===== src/rtl/instr_byte_loader_pkg.sv =====
// rtl/instr_byte_loader_pkg.sv - shared types and constants for the instruction byte loader
// Purpose: 2-bit FSM state encodings, endian selectors, default terminator word,
//          and the byte-placement helper used by the word assembler.
// Ports:   none (package).
package instr_byte_loader_pkg;

  typedef enum logic [1:0] {
    ST_IDLE     = 2'd0,
    ST_ASSEMBLE = 2'd1,
    ST_EMIT     = 2'd2,
    ST_DONE     = 2'd3
  } state_t;

  localparam int ENDIAN_BIG    = 1;
  localparam int ENDIAN_LITTLE = 0;

  localparam logic [31:0] DEFAULT_END_WORD = 32'hFFFF_FFFF;

  // Big-endian shifts left so the first byte ends up in [31:24] after four
  // shifts; little-endian shifts right so the first byte ends up in [7:0].
  function automatic logic [31:0] place_byte(input logic [31:0] word,
                                             input logic [7:0]  data,
                                             input bit          big_endian);
    if (big_endian) return {word[23:0], data};
    else            return {data, word[31:8]};
  endfunction

endpackage


===== src/rtl/instr_byte_loader_idle_timer.sv =====
// rtl/instr_byte_loader_idle_timer.sv - inter-byte idle counter with clear/enable/expire
// Purpose: counts idle cycles while enabled; expire is asserted during the
//          cycle in which the count would reach LIMIT.
// Ports:   clock, reset_n (async active-low), clear, enable in; expire out.
module byte_idle_timer #(
  parameter int LIMIT = 1024
) (
  input  logic clock,
  input  logic reset_n,
  input  logic clear,
  input  logic enable,
  output logic expire
);

  localparam int W = $clog2(LIMIT + 1);

  logic [W-1:0] count;

  always_ff @(posedge clock or negedge reset_n) begin
    if (!reset_n) begin
      count <= '0;
    end else if (clear) begin
      count <= '0;
    end else if (enable) begin
      count <= count + W'(1);
    end
  end

  // Fires on the LIMIT-th consecutive idle cycle so the owner can abort at
  // the same edge the count reaches LIMIT.
  assign expire = enable && (count == W'(LIMIT - 1));

endmodule


===== src/rtl/instr_byte_loader.sv =====
// rtl/instr_byte_loader.sv - byte stream to 32-bit instruction word loader
// Purpose: accepts bytes over valid/ready, assembles 32-bit words, presents each
//          on instr_out with a one-cycle write_instr strobe; a load ends on the
//          terminator word, the word limit, or an inter-byte timeout.
// Ports:   clock, reset_n (async active-low), start, byte_valid, byte_data[7:0] in;
//          byte_ready, instr_out[31:0], write_instr, word_count[CW-1:0],
//          load_active, load_done, load_err out.
module instr_byte_loader
  import instr_byte_loader_pkg::*;
#(
  parameter int          BIG_ENDIAN     = ENDIAN_BIG,
  parameter logic [31:0] END_WORD       = DEFAULT_END_WORD,
  parameter int          MAX_WORDS      = 256,
  parameter int          TIMEOUT_CYCLES = 1024,
  localparam int         CW             = $clog2(MAX_WORDS + 1)
) (
  input  logic          clock,
  input  logic          reset_n,
  input  logic          start,
  input  logic          byte_valid,
  input  logic [7:0]    byte_data,
  output logic          byte_ready,
  output logic [31:0]   instr_out,
  output logic          write_instr,
  output logic [CW-1:0] word_count,
  output logic          load_active,
  output logic          load_done,
  output logic          load_err
);

  state_t        state;
  state_t        state_next;
  logic [31:0]   shift_reg;
  logic [1:0]    byte_cnt;
  logic [31:0]   word_full;
  logic [CW-1:0] word_count_inc;
  logic          transfer;
  logic          last_byte;
  logic          start_accept;
  logic          timer_clear;
  logic          timer_enable;
  logic          timeout;

  assign byte_ready     = (state == ST_ASSEMBLE);
  assign load_active    = (state == ST_ASSEMBLE) || (state == ST_EMIT);
  assign load_done      = (state == ST_DONE);
  assign transfer       = byte_valid && byte_ready;
  assign last_byte      = transfer && (byte_cnt == 2'd3);
  assign start_accept   = start && ((state == ST_IDLE) || (state == ST_DONE));
  assign word_full      = place_byte(shift_reg, byte_data, BIG_ENDIAN != 0);
  assign word_count_inc = word_count + CW'(1);

  // Only a partially assembled word can time out; an empty assembler waits forever.
  assign timer_clear  = transfer || (state != ST_ASSEMBLE);
  assign timer_enable = (state == ST_ASSEMBLE) && (byte_cnt != 2'd0) && !transfer;

  byte_idle_timer #(
    .LIMIT (TIMEOUT_CYCLES)
  ) u_idle_timer (
    .clock   (clock),
    .reset_n (reset_n),
    .clear   (timer_clear),
    .enable  (timer_enable),
    .expire  (timeout)
  );

  always_ff @(posedge clock or negedge reset_n) begin
    if (!reset_n) begin
      state <= ST_IDLE;
    end else begin
      state <= state_next;
    end
  end

  // In EMIT, write_instr doubles as "this word is not the terminator".
  always_comb begin
    state_next = state;
    case (state)
      ST_IDLE, ST_DONE: begin
        if (start) state_next = ST_ASSEMBLE;
      end
      ST_ASSEMBLE: begin
        if (timeout)        state_next = ST_IDLE;
        else if (last_byte) state_next = ST_EMIT;
      end
      ST_EMIT: begin
        if (!write_instr)                            state_next = ST_DONE;
        else if (word_count_inc == CW'(MAX_WORDS))   state_next = ST_DONE;
        else                                         state_next = ST_ASSEMBLE;
      end
      default: state_next = ST_IDLE;
    endcase
  end

  always_ff @(posedge clock or negedge reset_n) begin
    if (!reset_n) begin
      shift_reg   <= '0;
      byte_cnt    <= '0;
      instr_out   <= '0;
      write_instr <= 1'b0;
      word_count  <= '0;
      load_err    <= 1'b0;
    end else begin
      write_instr <= last_byte && (word_full != END_WORD);
      if (start_accept) begin
        byte_cnt   <= '0;
        word_count <= '0;
        load_err   <= 1'b0;
      end
      if (transfer) begin
        shift_reg <= word_full;
        byte_cnt  <= byte_cnt + 2'd1;
      end
      if (last_byte) begin
        instr_out <= word_full;
      end
      if ((state == ST_EMIT) && write_instr) begin
        word_count <= word_count_inc;
      end
      if (timeout) begin
        load_err <= 1'b1;
        byte_cnt <= '0;
      end
    end
  end

endmodule


===== config.mk =====
export PLATFORM = sky130hd
export DESIGN_NAME = instr_byte_loader
export DESIGN_NICKNAME = d
export VERILOG_FILES = /design/src/rtl/instr_byte_loader_pkg.sv /design/src/rtl/instr_byte_loader_idle_timer.sv /design/src/rtl/instr_byte_loader.sv
export SDC_FILE = /design/constraint.sdc
export NUM_CORES = 1
export LEC_CHECK = 0
export BUFFER_PORTS_ARGS = -buffer_cell sky130_fd_sc_hd__buf_2
export CAP_MARGIN = 40
export CORE_MARGIN = 1
export CORE_UTILIZATION = 30
export DETAILED_ROUTE_END_ITERATION = 10
export GPL_TIMING_DRIVEN = 0
export PLACE_DENSITY = 0.55
export SLEW_MARGIN = 20
export SYNTH_ARGS = -nofsm -noshare
export SYNTH_HDL_FRONTEND = slang
export SYNTH_SLANG_ARGS = --single-unit

===== constraint.sdc =====
create_clock -name clock -period 3.3 [get_ports clock]
set_input_delay 0.165 -clock clock [delete_from_list [all_inputs] [get_ports clock]]
set_output_delay 0.165 -clock clock [all_outputs]
set_load 0.02 [all_outputs]

# Word-level counts from Yosys, hierarchy flattened

Index checks and enable logic that the tools add are counted.

Register bits after elaboration: 82
Input bits: 12
Output and inout bits: 46

Add/subtract/negate cells: 3
Eq/ne operators: 10
Multiplexer cells: 15
Reduce and logical (&&, ||, !) cells: 20

Operator list:

| operator              | count |
|---|---|
| $ne 32x32->1 const B  | 1 |
| $mux 11               | 2 |
| $mux 9                | 2 |
| $mux 2                | 8 |
| $add 11x1->11 const B | 1 |
| $eq 11x10->1 const B  | 1 |
| $add 9x1->9 const B   | 1 |
| $eq 9x9->1 const B    | 1 |
| $logic_and 1x1->1     | 8 |
| $reduce_bool 2->1     | 4 |
| $eq 2x2->1 const B    | 3 |
| $pmux 2 s3            | 1 |
| $logic_or 1x1->1      | 3 |
| $ne 3x1->1 const B    | 1 |
| $reduce_bool 3->1     | 1 |
| $add 2x1->2 const B   | 1 |
| $eq 2x1->1 const B    | 1 |
| $logic_not 2->1       | 1 |
| $mux 1                | 2 |
| $ne 2x1->1 const B    | 1 |
| $ne 2x2->1 const B    | 1 |
| $reduce_and 2->1      | 1 |
| $reduce_or 2->1       | 1 |
| $logic_not 1->1       | 1 |

# Logic depth before layout (Yosys ltp)

Gate-level depths: netlist (run 1).

Word-level depth: 7
Depth in mapped cells: 8
Gate-level depth less buffers: 7

# Cells and area by module

From an unflattened synthesis (run 1), not the netlist that was laid out.

Cells, all modules: 291
Area total of the unflattened synthesis: 3652.3 µm²

Modules (own cells, without submodules):

| module            | times used | cells each | area each (µm²) | seq. area each (µm²) |
|---|---|---|---|---|
| instr_byte_loader | 1          | 235        | 3088.0          | 1776.7 |
| byte_idle_timer   | 1          | 56         | 564.3           | 275.3 |

# Worst setup path after synthesis (run 1)

Ideal clock, no wire load.

Kind: register -> register
Start point: reg state[0]
End point: reg shift_reg[11]
Arrival time: 1.678 ns
Required time: 3.175 ns
Slack: 1.497 ns
Stages on the path, launching flop included: 6
Buffers on the path: 2
Cell sequence: dfrtp_1 -> ha_1 -> buf_2 -> nand2_1 -> buf_2 -> mux2_2

Word-level cells in the longest chain between the ends: 2

Ends and longest elaborated chain:

| element                  | line                     | RTL |
|---|---|---|
| start: declaration       | instr_byte_loader.sv:31  | `state_t state;` |
| start signal: assignment | instr_byte_loader.sv:71  | `state <= state_next;` |
| $eq 2x1->1               | instr_byte_loader.sv:44  | `assign byte_ready = (state == ST_ASSEMBLE);` |
| named net byte_ready     | instr_byte_loader.sv:22  | `output logic byte_ready,` |
| $logic_and 1x1->1        | instr_byte_loader.sv:47  | `assign transfer = byte_valid && byte_ready;` |
| end signal: assignment   | instr_byte_loader.sv:111 | `shift_reg <= word_full;` |
| end: declaration         | instr_byte_loader.sv:33  | `logic [31:0] shift_reg;` |

The timed path passes the listed nets, and every way through them passes these cells.
A chain may end at the register's enable or synchronous reset.

# Worst setup path in the final report (run 1)

Start point: reg state[1]
End point: reg shift_reg[19]

Word-level cells in the longest chain between the ends: 2

Ends and longest elaborated chain:

| element           | line |
|---|---|
| $eq 2x1->1        | instr_byte_loader.sv:44 |
| $logic_and 1x1->1 | instr_byte_loader.sv:47 |

Every way passes these cells.

==> results of run 1 <==
==> power breakdown <==
part	total, mW	leakage (nW)	switching [mW]	internal (mW)
combinational	0.977	0.998	0.516	0.461
clock	1.06	0.152	0.396	0.661
sequential	1.58	1.07	0.252	1.33
total	3.61	2.22	1.16	2.45
==> worst min path at each step <==
stage / endpoint / slack (ns) / cells past startpoint
after global placement: shift_reg[1]$_DFFE_PN0P_ / 0.44 / 2
after detailed placement: instr_out[4]$_DFFE_PN0P_ / 0.15 / 1
after global routing: instr_out[6]$_DFFE_PN0P_ / 0.10 / 2
after floorplan: byte_cnt[0]$_DFFE_PN0P_ / -0.13 / 0
after CTS: instr_out[6]$_DFFE_PN0P_ / 0.09 / 2
final: instr_out[6]$_DFFE_PN0P_ / 0.1 / 2
==> cells in the mapped netlist, types with 2 or more instances <==
master	instances
mux2_2	56
xnor2_1	4
o21ai_0	12
nor4_1	3
nand2_1	12
and3_2	2
clkbuf_1	3
nand2b_1	2
ha_1	9
nor2b_1	3
a31oi_1	4
buf_2	7
a21oi_1	5
and2_1	2
nand4_1	11
dfrtp_1	82
o31ai_1	3
nor2_1	20
xor2_1	7
inv_1	8
a22o_1	2
nand3_1	11
==> per-stage QoR <==
stage | util | instance area, um^2 | hold WS [ns] | power (mW) | setup slack [ns]
after global placement | 0.354 | 4110 | 0.437 | 2.56 | 1.36
after global routing | 0.384 | 4460 | 0.103 | 3.83 | 1.18
after detailed placement | 0.356 | 4140 | 0.152 | 2.59 | 1.31
after floorplan | - | 3650 | -0.131 | 2.22 | 1.50
after CTS | 0.384 | 4460 | 0.0875 | 3.68 | 1.29
final | 0.384 | 4460 | 0.0980 | 3.61 | 1.33
==> cells in the final DEF, fill, tap and decap left out, drive strengths merged, types with 3 or more instances in the layout <==
cell,count
clkbuf,12
nand3,11
o31ai,3
and2,3
and3,3
inv,9
a21oi,5
ha,9
o21ai,12
dfrtp,82
nor2b,3
a31oi,4
nor4,4
xnor2,4
nand2,12
mux2,56
xor2,7
nor2,20
nand4,12
buf,66
==> layout make-up <==
type                            instances  area, um^2  area share
Sequential cell                        82        2050       0.460
Multi-Input combinational cell        186        1500       0.336
Timing Repair Buffer                   58         320      0.0718
Clock buffer                            9         225      0.0505
Tap cell                              143         179      0.0401
Clock inverter                          6        90.1      0.0202
Buffer                                 12        65.1      0.0146
Inverter                                8        30.0     0.00673
==> repair_timing <==
item | in CTS | in global routing
gates resized for setup | 0 | 0
hold buffers | 1 | 0
hold endpoints to repair | 32 | 0
==> worst reg2reg max path, delay by kind of cell (launching register included) <==
| kind | cells | cell delay, ns |
|---|---|---|
| AND/OR/NAND/NOR | 1 | 0.31 |
| buffers and inverters | 3 | 0.57 |
| adder cells (fa/ha/maj) | 1 | 0.19 |
| flip-flops | 1 | 0.41 |
| multiplexers | 1 | 0.37 |
==> per-layer routing <==
| metal | wire length [um] | vias up | track usage |
|---|---|---|---|
| met3 | 304 | 4 | 0.0356 |
| met1 | 3470 | 1187 | 0.168 |
| met5 | 0 | - | 0 |
| met4 | 46 | 0 | 0.0347 |
| met2 | 3430 | 46 | 0.195 |
| li1 | - | 1178 | - |
==> logic make-up (layout without fill, tap and decap cells) <==
group	Yosys count	count (layout)	synth area share
AND/OR/NAND/NOR	75	75	0.117
buffers and inverters	20	93	0.0261
multiplexers	57	57	0.176
flip-flops	82	82	0.562
AO/OA/AOI/OAI	34	34	0.0614
adder cells (fa/ha/maj)	9	9	0.0309
XOR/XNOR	11	11	0.0264
==> metrics.cfg, run 1 <==
[grt]
overflow=0
grt_pass1_vias=2389
antenna_found_initial=0
grt_max_degree=51
grt_pass1_wl_mm=12.3
grt_usage=0.124

[synthesis]
syn_area_um2=3650
synth_ff_type=dfrtp_1
synth_seq_area_share=0.562
synth-async-reset-ratio=1.00
yosysTopAreaCell=dfrtp_1
synthTopCellsByArea=dfrtp_1, mux2_2, ha_1, nor2_1, nand4_1
yosysWarnings=0
ys_seq_elements=82
synth_cells=288
synthesis.nets=309
synth.distinct_cells=42
synth_edf_count=0
avgSynthCellArea_um2=12.7
synth_top_area_share=0.562

[detailed_routing]
drtIter0Drc=63
via_per_inst=4.79
drt_wl_total_mm=7.25
via_count=2415
ant_nets=0
dr.pass1.iters=7
drc=4
wl_per_cell_um=14.4

[critical_path]
r2r_end=shift_reg[19]$_DFFE_PN0P_
cp.required_ns=3.51
crit_family=buffers and inverters
worstPathMaxFanout=10
cp_slowest_cell=dfrtp_1
r2r_start=state[1]$_DFFE_PN0P_
critPathBufInv=3
arrival_ns=2.18
critPathLaunchType=flip-flop
r2r_slack_ns=1.33
end_kind=flip-flop
crit_type=reg2reg
crit_chain=inv_1, ha_1, buf_2, nand2_1, buf_2, mux2_2
cpMostUsedCell=buf_2
cp-startpoint=state[1]$_DFFE_PN0P_
cp-endpoint=shift_reg[19]$_DFFE_PN0P_
cp.depth=6
r2r_cells=6
max_stage_delay_ns=0.41

[die]
boundaryPins=58
core_area_um2=11600
num_rows=39
die_area_um2=12600
start_util=0.314
fp.dieH_um=112
die_w_um=112

[timing]
hold_viol_final=0
tightest_slew_ns=0.468
rsz0062_at_grt=no
fin_crit_ns=1.97
period_share=0.596
setup_viol=0
finClkSkew_ns=0.0118
max_freq_mhz=509
slew_violations=0
setup_tns_ns=0
max_slew_margin=0.688

[clock_tree]
cts_buffers=9
cts_buffer_depth=2
clk_latency_ns=0.33
clk_pin_slew_worst_paths_ns=0.06
cts_root_buf=clkbuf_16
tritoncts=built
cts.sinks=82
postCtsSetupRepairBufs=0
htreeDepth=3

[placed_design]
hpwlAfterDp_mm=5.22
portBuffers=56
routabilityCongestion=0.750
dp.cells=488

[final_layout]
layout.nets=378
largest_reg_flops=32
num-fill-cells=1142
area_delta_synth_final_pct=22.3
drive_gt1_frac=0.402
num_antenna_cells=0
final_cells=504

[hold_path]
min_from=byte_data[6]
hold_class=in2reg

[pwr]
power_density_nw_per_um2=810
irDropWorstVdd_v=0.000458
p_leak_nw=2.22

[status]
status=finished with violations
failed_checks=design-rule violations

[job]
maxCapViolations=0

Note: power is estimated with default switching activity, not from simulation.
==> inputs of run 2 (changes only) <==
Clock period 3.3 ns to 2.05 ns, I/O delays scaled along.
==> run 2 against run 1 <==
Net effect: the flow still finishes with violations (design-rule violations); power rose by 61%; flip-flop and latch count did not move; utilization rose by 0.065 points; via count barely moved; sequential share of layout area fell by 0.077 points; clock power rose by 60%; worst setup slack got worse by 1.1 ns; critical endpoint is now word_count[4]$_DFFE_PN0P_.
==> metrics.cfg, run 2 (synthesized netlist as in run 1, its figures left out) <==
[timing]
setup_tns_ns=0  ; unchanged
rsz0062_at_grt=no  ; unchanged
max_slew_margin=0.688  ; unchanged
max_freq_mhz=539  ; was 509 MHz
slew_violations=0  ; unchanged
tightest_slew_ns=0.468  ; about the same
setup_viol=0  ; unchanged
hold_ws_ns=0.0355  ; was 0.0980 ns
finClkSkew_ns=0.0113  ; was 0.0118 ns
period_share=0.906  ; was 0.596
fin_crit_ns=1.86  ; was 1.97 ns
hold_viol_final=0  ; unchanged

[final_layout]
most-common-layout-cells=dfrtp_1, buf_2, mux2_2  ; unchanged
final_core_util=0.385  ; was 0.384
num-fill-cells=1141  ; was 1142
drive_gt1_frac=0.407  ; was 0.402
final_common_cell=dfrtp_1  ; unchanged
area_delta_synth_final_pct=22.5  ; was 22.3%
multi_input_area_um2=1510  ; was 1500 um^2
num_antenna_cells=0  ; unchanged
layout.nets=378  ; unchanged
postLayoutCellArea_um2=4470  ; was 4460 um^2
largest_reg_flops=32  ; unchanged
seqCellArea_um2=2050  ; unchanged

[grt]
grt_pass1_wl_mm=12.3  ; unchanged
grt_usage=0.124  ; unchanged
antenna_found_initial=0  ; unchanged
grt_max_degree=51  ; unchanged
overflow=0  ; unchanged
grt_pass1_vias=2389  ; unchanged

[clock_tree]
postCtsSetupRepairBufs=0  ; unchanged
cts_buffer_depth=2  ; unchanged
cts_root_buf=clkbuf_16  ; unchanged
cts.sinks=82  ; unchanged
clk_latency_ns=0.33  ; about the same
htreeDepth=3  ; unchanged
tritoncts=built  ; unchanged
clk_pin_slew_worst_paths_ns=0.06  ; about the same
cts_buffers=9  ; unchanged

[critical_path]
crit_chain=inv_1, ha_1, nand2_1, and2_1, clkbuf_1, o21bai_1, a22o_1  ; was inv_1, ha_1, buf_2, nand2_1, buf_2, mux2_2
cp_slowest_cell=dfrtp_1  ; unchanged
crit_type=reg2reg  ; unchanged
critPathLaunchType=flip-flop  ; unchanged
worstPathMaxFanout=9  ; was 10
arrival_ns=2.07  ; was 2.18 ns
end_kind=flip-flop  ; unchanged
r2r_slack_ns=0.19  ; was 1.33 ns
cp.required_ns=2.27  ; was 3.51 ns
critPathBufInv=2  ; was 3
max_stage_delay_ns=0.43  ; was 0.41 ns
crit_family=compound AO/OA/AOI/OAI gates  ; was buffers and inverters

[die]
die_w_um=112  ; unchanged
die_area_um2=12600  ; unchanged
fp.dieH_um=112  ; unchanged
core_area_um2=11600  ; unchanged
num_rows=39  ; unchanged
boundaryPins=58  ; unchanged
start_util=0.314  ; unchanged

[detailed_routing]
ant_nets=0  ; unchanged
drtIter0Drc=63  ; unchanged
drc=4  ; unchanged
dr.pass1.iters=7  ; unchanged
via_count=2417  ; was 2415
wl_per_cell_um=14.4  ; about the same
via_per_inst=4.80  ; was 4.79
drt_wl_total_mm=7.24  ; was 7.25 mm

[placed_design]
hpwlAfterDp_mm=5.22  ; unchanged
post_dp_cell_area_um2=4140  ; unchanged
portBuffers=56  ; unchanged
routabilityCongestion=0.750  ; unchanged

[hold_path]
hold_class=in2reg  ; unchanged

[pwr]
irDropWorstVdd_v=0.000737  ; was 0.000458 V
power_density_nw_per_um2=1300  ; was 810 nW/um^2
p_total_mw=5.82  ; was 3.61 mW
p_leak_nw=2.22  ; about the same

[status]
status=finished with violations  ; unchanged
failed_checks=design-rule violations  ; unchanged

[job]
maxCapViolations=0  ; unchanged

[run 2: what timing repair did]
| item | in CTS | in global routing |
|---|---|---|
| hold buffers | 1 | 0 |
| gates resized for setup | 0 | 2 |
| endpoints found under the setup margin | 0 | 46 |
| hold endpoints to repair | 32 | 0 |
[run 2: metrics by stage]
step / cells / worst slack [ns]
3_5_place_dp: 488 / 0.0649
2_1_floorplan: 288 / 0.247
6_report: 504 / 0.193
5_1_grt: 504 / 0.0235
3_3_place_gp: 487 / 0.116
4_1_cts: 504 / 0.0393
[run 2: final timing paths]
kind	from	to	cells after the start
worst max-delay path	state[0]$_DFFE_PN0P_	word_count[4]$_DFFE_PN0P_	7
max in group asynchronous	reset_n	word_count[5]$_DFFE_PN0P_	3
min in group asynchronous	reset_n	instr_out[4]$_DFFE_PN0P_	2
worst min register to register	load_err$_DFFE_PN0P_	load_err$_DFFE_PN0P_	1
worst min-delay path	byte_data[6]	instr_out[6]$_DFFE_PN0P_	2
worst max register to register	state[0]$_DFFE_PN0P_	word_count[4]$_DFFE_PN0P_	7
[run 2: power by group]
part           leakage, nW  internal (mW)  switching (mW)  total, mW
Sequential            1.07           2.14           0.405       2.54
Combinational        0.999          0.744           0.834       1.58
Clock                0.152           1.06           0.638       1.70
[run 2: area by class of cell]
class / count / share of cell area
buffer: 12 / 0.0146
clock inverter: 6 / 0.0202
timing repair buffer: 58 / 0.0716
inverter: 8 / 0.00672
tap: 143 / 0.0400
clock buffer: 9 / 0.0504
sequential: 82 / 0.459
multi-input combinational: 186 / 0.338
[run 2: routing by layer]
layer	share of wire	vias up	track usage	wire length (um)
li1	-	1178	-	-
met1	0.48	1189	0.168	3460
met2	0.47	46	0.195	3430
met3	0.042	4	0.0356	304
met4	0.0064	0	0.0347	46
met5	0	-	0	0
